File: src/rtl/frotaegis_pkg.sv
// Shared types and default parameters for the Fortaegis entropy-collection controller.
package frotaegis_pkg;

    localparam int WORD_W_DEF     = 32;
    localparam int COLL_WORDS_DEF = 16;
    localparam int RCT_LIMIT_DEF  = 32;

    typedef enum logic [1:0] {
        IDLE    = 2'd0,
        COLLECT = 2'd1,
        HOLD    = 2'd2,
        DONE    = 2'd3
    } state_e;

endpackage

File: src/rtl/frotaegis_if.sv
// Downstream word handshake: assembled word plus valid/ready.
interface frotaegis_if
    import frotaegis_pkg::*;
#(
    parameter int WORD_W = WORD_W_DEF
) ();

    logic [WORD_W-1:0] data_out;
    logic              data_valid;
    logic              data_ready;

    modport master (output data_out, output data_valid, input data_ready);
    modport slave  (input data_out, input data_valid, output data_ready);

endinterface

File: src/rtl/frotaegis_rct.sv
// Repetition-count tester; only compiled when FROTAEGIS_HEALTH_EN is defined.
`ifdef FROTAEGIS_HEALTH_EN
module frotaegis_rct
    import frotaegis_pkg::*;
#(
    parameter int RCT_LIMIT = RCT_LIMIT_DEF
) (
    input  logic clk200,
    input  logic rstn,
    input  logic clear,
    input  logic sample_en,
    input  logic bit_in,
    output logic fail
);

    localparam int CW = $clog2(RCT_LIMIT + 1);
    localparam logic [CW-1:0] LIMIT = CW'(RCT_LIMIT);

    logic [CW-1:0] cnt_q, cnt_d, run_len;
    logic          last_q, last_d;

    // Run length saturates at the limit so the counter can never wrap.
    always_comb begin
        run_len = CW'(1);
        if (cnt_q != '0 && bit_in == last_q) begin
            run_len = (cnt_q == LIMIT) ? cnt_q : cnt_q + 1'b1;
        end
        cnt_d  = cnt_q;
        last_d = last_q;
        if (clear) begin
            cnt_d = '0;
        end else if (sample_en) begin
            cnt_d  = run_len;
            last_d = bit_in;
        end
    end

    assign fail = sample_en & ~clear & (run_len == LIMIT);

    always_ff @(posedge clk200) begin
        if (rstn) begin
            cnt_q  <= '0;
            last_q <= 1'b0;
        end else begin
            cnt_q  <= cnt_d;
            last_q <= last_d;
        end
    end

endmodule
`endif

File: src/rtl/frotaegis_top.sv
// Entropy-collection controller: shifts raw bits into words and hands them downstream.
// Optional repetition-count health test enabled by FROTAEGIS_HEALTH_EN.
module frotaegis_top
    import frotaegis_pkg::*;
#(
    parameter int WORD_W     = WORD_W_DEF,
    parameter int COLL_WORDS = COLL_WORDS_DEF,
    parameter int RCT_LIMIT  = RCT_LIMIT_DEF
) (
    input  logic        clk200,
    input  logic        rstn,
    input  logic        StartColl,
    input  logic        ent_bit,
    frotaegis_if.master dbus,
    output logic        Collect,
    output logic        done,
    output logic        health_fail
);

    localparam int BW  = $clog2(WORD_W);
    localparam int WCW = $clog2(COLL_WORDS) + 1;
    localparam logic [BW-1:0]  BIT_LAST  = BW'(WORD_W - 1);
    localparam logic [WCW-1:0] WORD_LAST = WCW'(COLL_WORDS - 1);

    if (WORD_W < 2 || COLL_WORDS < 1 || RCT_LIMIT < 2) begin : g_bad_param
        $error("frotaegis_top: parameter out of range");
    end

    state_e            state_q, state_d;
    logic              start_q, start_d;
    logic [BW-1:0]     bit_cnt_q, bit_cnt_d;
    logic [WCW-1:0]    word_cnt_q, word_cnt_d;
    logic [WORD_W-1:0] shreg_q, shreg_d;
    logic [WORD_W-1:0] data_out_q, data_out_d;
    logic              data_valid_q, data_valid_d;
    logic              rise, sess_start, bit_last, last_word, hs, abort;
    logic              rct_fail, health_fail_s;

    assign rise       = StartColl & ~start_q;
    assign sess_start = (state_q == IDLE) & rise & ~health_fail_s;
    assign bit_last   = (bit_cnt_q == BIT_LAST);
    assign last_word  = (word_cnt_q == WORD_LAST);
    assign hs         = data_valid_q & dbus.data_ready;
    assign abort      = ((state_q == COLLECT) | (state_q == HOLD)) & (~StartColl | rct_fail);

`ifdef FROTAEGIS_HEALTH_EN
    logic health_fail_q, health_fail_d;

    frotaegis_rct #(.RCT_LIMIT(RCT_LIMIT)) u_rct (
        .clk200    (clk200),
        .rstn      (rstn),
        .clear     (sess_start),
        .sample_en (state_q == COLLECT),
        .bit_in    (ent_bit),
        .fail      (rct_fail)
    );

    assign health_fail_d = health_fail_q | rct_fail;

    always_ff @(posedge clk200) begin
        if (rstn) health_fail_q <= 1'b0;
        else      health_fail_q <= health_fail_d;
    end

    assign health_fail_s = health_fail_q;
`else
    assign rct_fail      = 1'b0;
    assign health_fail_s = 1'b0;
`endif

    assign health_fail     = health_fail_s;
    assign dbus.data_out   = data_out_q;
    assign dbus.data_valid = data_valid_q;

    always_ff @(posedge clk200) begin
        if (rstn) state_q <= IDLE;
        else      state_q <= state_d;
    end

    // Abort wins over completion and over a same-cycle handshake.
    always_comb begin
        state_d = state_q;
        unique case (state_q)
            IDLE:    if (sess_start) state_d = COLLECT;
            COLLECT: if (abort) state_d = IDLE;
                     else if (bit_last) state_d = HOLD;
            HOLD:    if (abort) state_d = IDLE;
                     else if (hs) state_d = last_word ? DONE : COLLECT;
            DONE:    state_d = IDLE;
            default: state_d = IDLE;
        endcase
    end

    always_comb begin
        Collect = 1'b0;
        done    = 1'b0;
        unique case (state_q)
            COLLECT, HOLD: Collect = 1'b1;
            DONE:          done    = 1'b1;
            default:       ;
        endcase
    end

    always_comb begin
        start_d      = StartColl;
        bit_cnt_d    = bit_cnt_q;
        word_cnt_d   = word_cnt_q;
        shreg_d      = shreg_q;
        data_out_d   = data_out_q;
        data_valid_d = data_valid_q;
        unique case (state_q)
            IDLE: begin
                if (sess_start) begin
                    bit_cnt_d  = '0;
                    word_cnt_d = '0;
                    shreg_d    = '0;
                end
            end
            COLLECT: begin
                shreg_d   = {shreg_q[WORD_W-2:0], ent_bit};
                bit_cnt_d = bit_last ? '0 : bit_cnt_q + 1'b1;
                if (bit_last && !abort) begin
                    data_out_d   = shreg_d;
                    data_valid_d = 1'b1;
                end
            end
            HOLD: begin
                if (abort) begin
                    data_valid_d = 1'b0;
                end else if (hs) begin
                    data_valid_d = 1'b0;
                    if (!last_word) word_cnt_d = word_cnt_q + 1'b1;
                end
            end
            default: ;
        endcase
    end

    always_ff @(posedge clk200) begin
        if (rstn) begin
            start_q      <= 1'b1;
            bit_cnt_q    <= '0;
            word_cnt_q   <= '0;
            shreg_q      <= '0;
            data_out_q   <= '0;
            data_valid_q <= 1'b0;
        end else begin
            start_q      <= start_d;
            bit_cnt_q    <= bit_cnt_d;
            word_cnt_q   <= word_cnt_d;
            shreg_q      <= shreg_d;
            data_out_q   <= data_out_d;
            data_valid_q <= data_valid_d;
        end
    end

endmodule

File: src/flat_wrapper.sv
// flat-port wrapper written by rule: the top's interface ports become plain ports
module frotaegis_top_flat import frotaegis_pkg::*;
#(
    parameter int WORD_W     = WORD_W_DEF,
    parameter int COLL_WORDS = COLL_WORDS_DEF,
    parameter int RCT_LIMIT  = RCT_LIMIT_DEF
)
  (clk200, rstn, StartColl, ent_bit, Collect, done, health_fail, dbus_data_out, dbus_data_valid, dbus_data_ready);
  frotaegis_if #(.WORD_W(WORD_W)) dbus_i ();
  input  logic clk200;
  input  logic rstn;
  input  logic StartColl;
  input  logic ent_bit;
  output logic Collect;
  output logic done;
  output logic health_fail;
  output wire logic [$bits(dbus_i.data_out)-1:0] dbus_data_out;
  output wire logic [$bits(dbus_i.data_valid)-1:0] dbus_data_valid;
  input wire logic [$bits(dbus_i.data_ready)-1:0] dbus_data_ready;
  assign dbus_data_out = dbus_i.data_out;
  assign dbus_data_valid = dbus_i.data_valid;
  assign dbus_i.data_ready = dbus_data_ready;
  frotaegis_top #(.WORD_W(WORD_W), .COLL_WORDS(COLL_WORDS), .RCT_LIMIT(RCT_LIMIT)) u_core (.clk200(clk200), .rstn(rstn), .StartColl(StartColl), .ent_bit(ent_bit), .dbus(dbus_i), .Collect(Collect), .done(done), .health_fail(health_fail));
endmodule
File: config.mk
export PLATFORM = sky130hd
export DESIGN_NAME = frotaegis_top_flat
export DESIGN_NICKNAME = d
export VERILOG_FILES = /design/src/rtl/frotaegis_pkg.sv /design/src/rtl/frotaegis_if.sv /design/src/rtl/frotaegis_rct.sv /design/src/rtl/frotaegis_top.sv /design/src/flat_wrapper.sv
export SDC_FILE = /design/constraint.sdc
export NUM_CORES = 1
export LEC_CHECK = 0
export ABC_AREA = 1
export ABC_CLOCK_PERIOD_IN_PS = 3800
export CAP_MARGIN = 5
export CORE_AREA = 2 2 77 79
export CTS_CLUSTER_DIAMETER = 50
export DETAILED_ROUTE_END_ITERATION = 10
export DIE_AREA = 0 0 79 81
export HOLD_SLACK_MARGIN = 0.02
export PLACE_DENSITY = 0.8
export SETUP_SLACK_MARGIN = 0.5
export SYNTH_ARGS = -nofsm -noshare
export SYNTH_HDL_FRONTEND = slang
export SYNTH_SLANG_ARGS = --single-unit
File: constraint.sdc
create_clock -name clk200 -period 3.8 [get_ports clk200]
set_input_delay 0.76 -clock clk200 [delete_from_list [all_inputs] [get_ports clk200]]
set_output_delay 0.76 -clock clk200 [all_outputs]
set_load 0.01 [all_outputs]
==> flow_metrics.env <==
export IMPL_drv_slew=0
export IMPL_maxSlewHeadroom=0.340
export IMPL_cp_top_family="buffers and inverters"
export IMPL_hold_end="u_core.word_cnt_q[4]$_SDFFE_PP0P_"
export IMPL_h_tree_depth=3
export IMPL_cts_sinks=77
export IMPL_cts_inserted_buffers=9
export IMPL_final_min_clock_period_ps=2550
export IMPL_io_pins=41
export IMPL_fin_skew_ps=9.14
export IMPL_ant_nets=0
export IMPL_start_util=0.561
export IMPL_wl_mm=6.58
export IMPL_avgRoutedWirePerCell_um=12.7
export IMPL_start_kind="flop"
export IMPL_grt_max_degree=41
export IMPL_drtIter0Drc=159
export IMPL_row_count=28
export IMPL_path_class="flop to primary output"
export IMPL_cp_cell_sequence="inv_1, ha_1, clkdlybuf4s50_1"
export IMPL_worstReg2RegEnd="u_core.dbus.data_out[26]$_SDFFE_PP0P_"
export IMPL_fin_ws_ps=1250
export IMPL_crit_buf_inv=2
export IMPL_grt_pass1_wl_mm=10.9
export IMPL_grt_ovfl_total=0
export IMPL_holdWs_ps=470
export IMPL_port_buffers=39
export IMPL_first_pass_iters=4
export IMPL_via_per_inst=5.29
export IMPL_rsz0062_at_grt="no"
export IMPL_worstHoldStart="u_core.word_cnt_q[4]$_SDFFE_PP0P_"
export IMPL_cp_end_kind="primary output"
export IMPL_r2r_setup_slack_ps=1650
export IMPL_finalSetupTns_ps=0
export IMPL_die_h_um=81
export IMPL_track_usage=0.218
export IMPL_power_leakage_uw=0.00151
export IMPL_yosysWarnings=0
export IMPL_synth_seq_cells=77
export IMPL_power_total_uw=1970
export IMPL_antenna_found_initial=0
export IMPL_dieArea_um2=6400
export IMPL_root_buffer="clkbuf_8"
export IMPL_timing_fmax_ghz=0.392
export IMPL_gp_congestion=0.768
export IMPL_r2r_start="u_core.state_q[1]$_SDFFE_PP0P_"
export IMPL_drv_cap=0
export IMPL_rr_worst_depth=8
export IMPL_cpMaxStageDelayCell="clkdlybuf4s50_1"
export IMPL_hpwl_mm=4.03
export IMPL_yosysSeqAreaShare=0.484
export IMPL_worst_skew_pair_late_latency_ps=340
export IMPL_tightestPinTransition_ps=989
export IMPL_synth_area_per_cell_um2=7.71
export IMPL_die_x_um=79
export IMPL_cts_buffer_depth=2
export IMPL_ir_worst_vdd_v=0.000433
export IMPL_num_vias=2740
export IMPL_coreArea_um2=5680
export IMPL_cts_setup_buffers=0
export IMPL_area_growth_pct=15.4
export IMPL_antenna_cells=0
export IMPL_clkTransAtPathRegs_ps=80
export IMPL_cts_tree="built"
export IMPL_ys_types=25
export IMPL_status="complete, no violations"
export IMPL_min_path_type="flop to flop"
export IMPL_hold_viol_final=0
export IMPL_cp_required_ps=3040
export IMPL_power_density_nw_per_um2=535
export IMPL_cts_hold_buffers=0
export IMPL_cts_resized=0
export IMPL_final_util=0.647
export IMPL_syn_inst=413
export IMPL_arrival_ps=1790
export IMPL_cp_max_fo=6
export IMPL_dp_slack_ps=1100
export IMPL_slowest_delay_ps=570
export IMPL_drive_above_1_share=0.0767
export IMPL_syn_nets=427
export IMPL_finalSetupViolations=0
export IMPL_post_route_drc_count=0
export IMPL_period_share=0.671
export IMPL_fin_nets=453
export IMPL_grt_pass1_vias=2515
export IMPL_whs_path_depth=2
export IMPL_syn_area_um2=3190
## synthesized netlist by cell type
cell | instances | area (um2)
o21bai_1 | 1 | 7.51
o21ai_0 | 25 | 125
nor3_1 | 3 | 15.0
o21ai_1 | 10 | 50.1
buf_6 | 6 | 67.6
nand2_4 | 1 | 11.3
dfxtp_1 | 77 | 1540
inv_2 | 4 | 15.0
conb_1 | 1 | 3.75
nand2_2 | 1 | 6.26
ha_1 | 9 | 113
buf_2 | 5 | 25.0
inv_4 | 1 | 6.26
clkbuf_1 | 8 | 30.0
buf_1 | 1 | 3.75
nor2_2 | 11 | 68.8
nor2_8 | 1 | 20.0
nand4_1 | 4 | 25.0
nand2_1 | 64 | 240
nand3_1 | 47 | 235
a21oi_1 | 42 | 210
nor2_1 | 69 | 259
buf_4 | 6 | 45.0
inv_1 | 15 | 56.3
clkbuf_2 | 1 | 5.00
## cell type report
type | instances | area (um2)
Clock inverter | 2 | 10.0
Inverter | 20 | 77.6
Fill cell | 503 | 2000
Timing Repair Buffer | 42 | 413
Tap cell | 75 | 93.8
Sequential cell | 77 | 1540
Clock buffer | 13 | 149
Multi-Input combinational cell | 289 | 1390
## worst max-delay path by stage
stage,startpoint,to,slack [ps],cells past startpoint
global placement,rstn,u_core.dbus.data_out[18]$_SDFFE_PP0P_,1200,5
floorplan,u_core.state_q[0]$_SDFFE_PP0P_,Collect,2230,2
detailed placement,rstn,u_core.dbus.data_out[10]$_SDFFE_PP0P_,1100,5
global route,u_core.state_q[0]$_SDFFE_PP0P_,Collect,1140,3
finish,u_core.state_q[0]$_SDFFE_PP0P_,Collect,1250,3
CTS,u_core.state_q[0]$_SDFFE_PP0P_,Collect,1250,3
## state kept, by name (all words and copies together), names as in the netlist
register,cells
u_core.dbus.data_out,32
u_core.word_cnt_q,5
u_core.dbus.data_valid,1
u_core.shreg_q,31
u_core.start_q,1
u_core.state_q,2
u_core.bit_cnt_q,5
## kinds of logic after synthesis
family,Yosys count,share of synthesized area
buffers and inverters,47,0.0797
AO/OA/AOI/OAI,78,0.123
flip-flops,77,0.484
AND/OR/NAND/NOR,201,0.277
other,1,0.00118
adder cells (fa/ha/maj),9,0.0354
## report_power, final
part           internal [uW]  total [uW]  switching (uW)  leakage, uW
clock                    250         516             266    0.0000833
sequential               835         859            23.9     0.000621
combinational            167         592             425     0.000804
## metal layers
layer	up-vias	wire length [um]	part of all wire	track usage
li1	1398	-	-	-
met3	15	289	0.044	0.0533
met5	-	0	0	0
met1	1265	3020	0.46	0.270
met4	0	144	0.022	0.0862
met2	62	3120	0.47	0.367
## layout by cell type (no fill, tap or decap), drive strengths merged
cell,n
nor2,81
clkbuf,13
o21bai,1
inv,20
dfxtp,77
clkdlybuf4s50,39
a21oi,42
o21ai,35
nand2,66
buf,3
nand3,47
nor3,3
nand4,4
conb,1
ha,9
clkinv,2
## worst register-to-register path, delay by kind of cell, from the launching register on
family                     cells  cell delay [ps]
adders and majority gates      1              160
and+or+nand+nor                3              690
DFF                            1              330
buffers and inverters          4              850
## stage by stage
step                cell area, um2  cells
CTS                           3670    518
finish                        3670    518
global placement              3520    503
detailed placement            3520    503
global route                  3670    518
floorplan                     3190    413
Power figures use the tool's default switching activity.
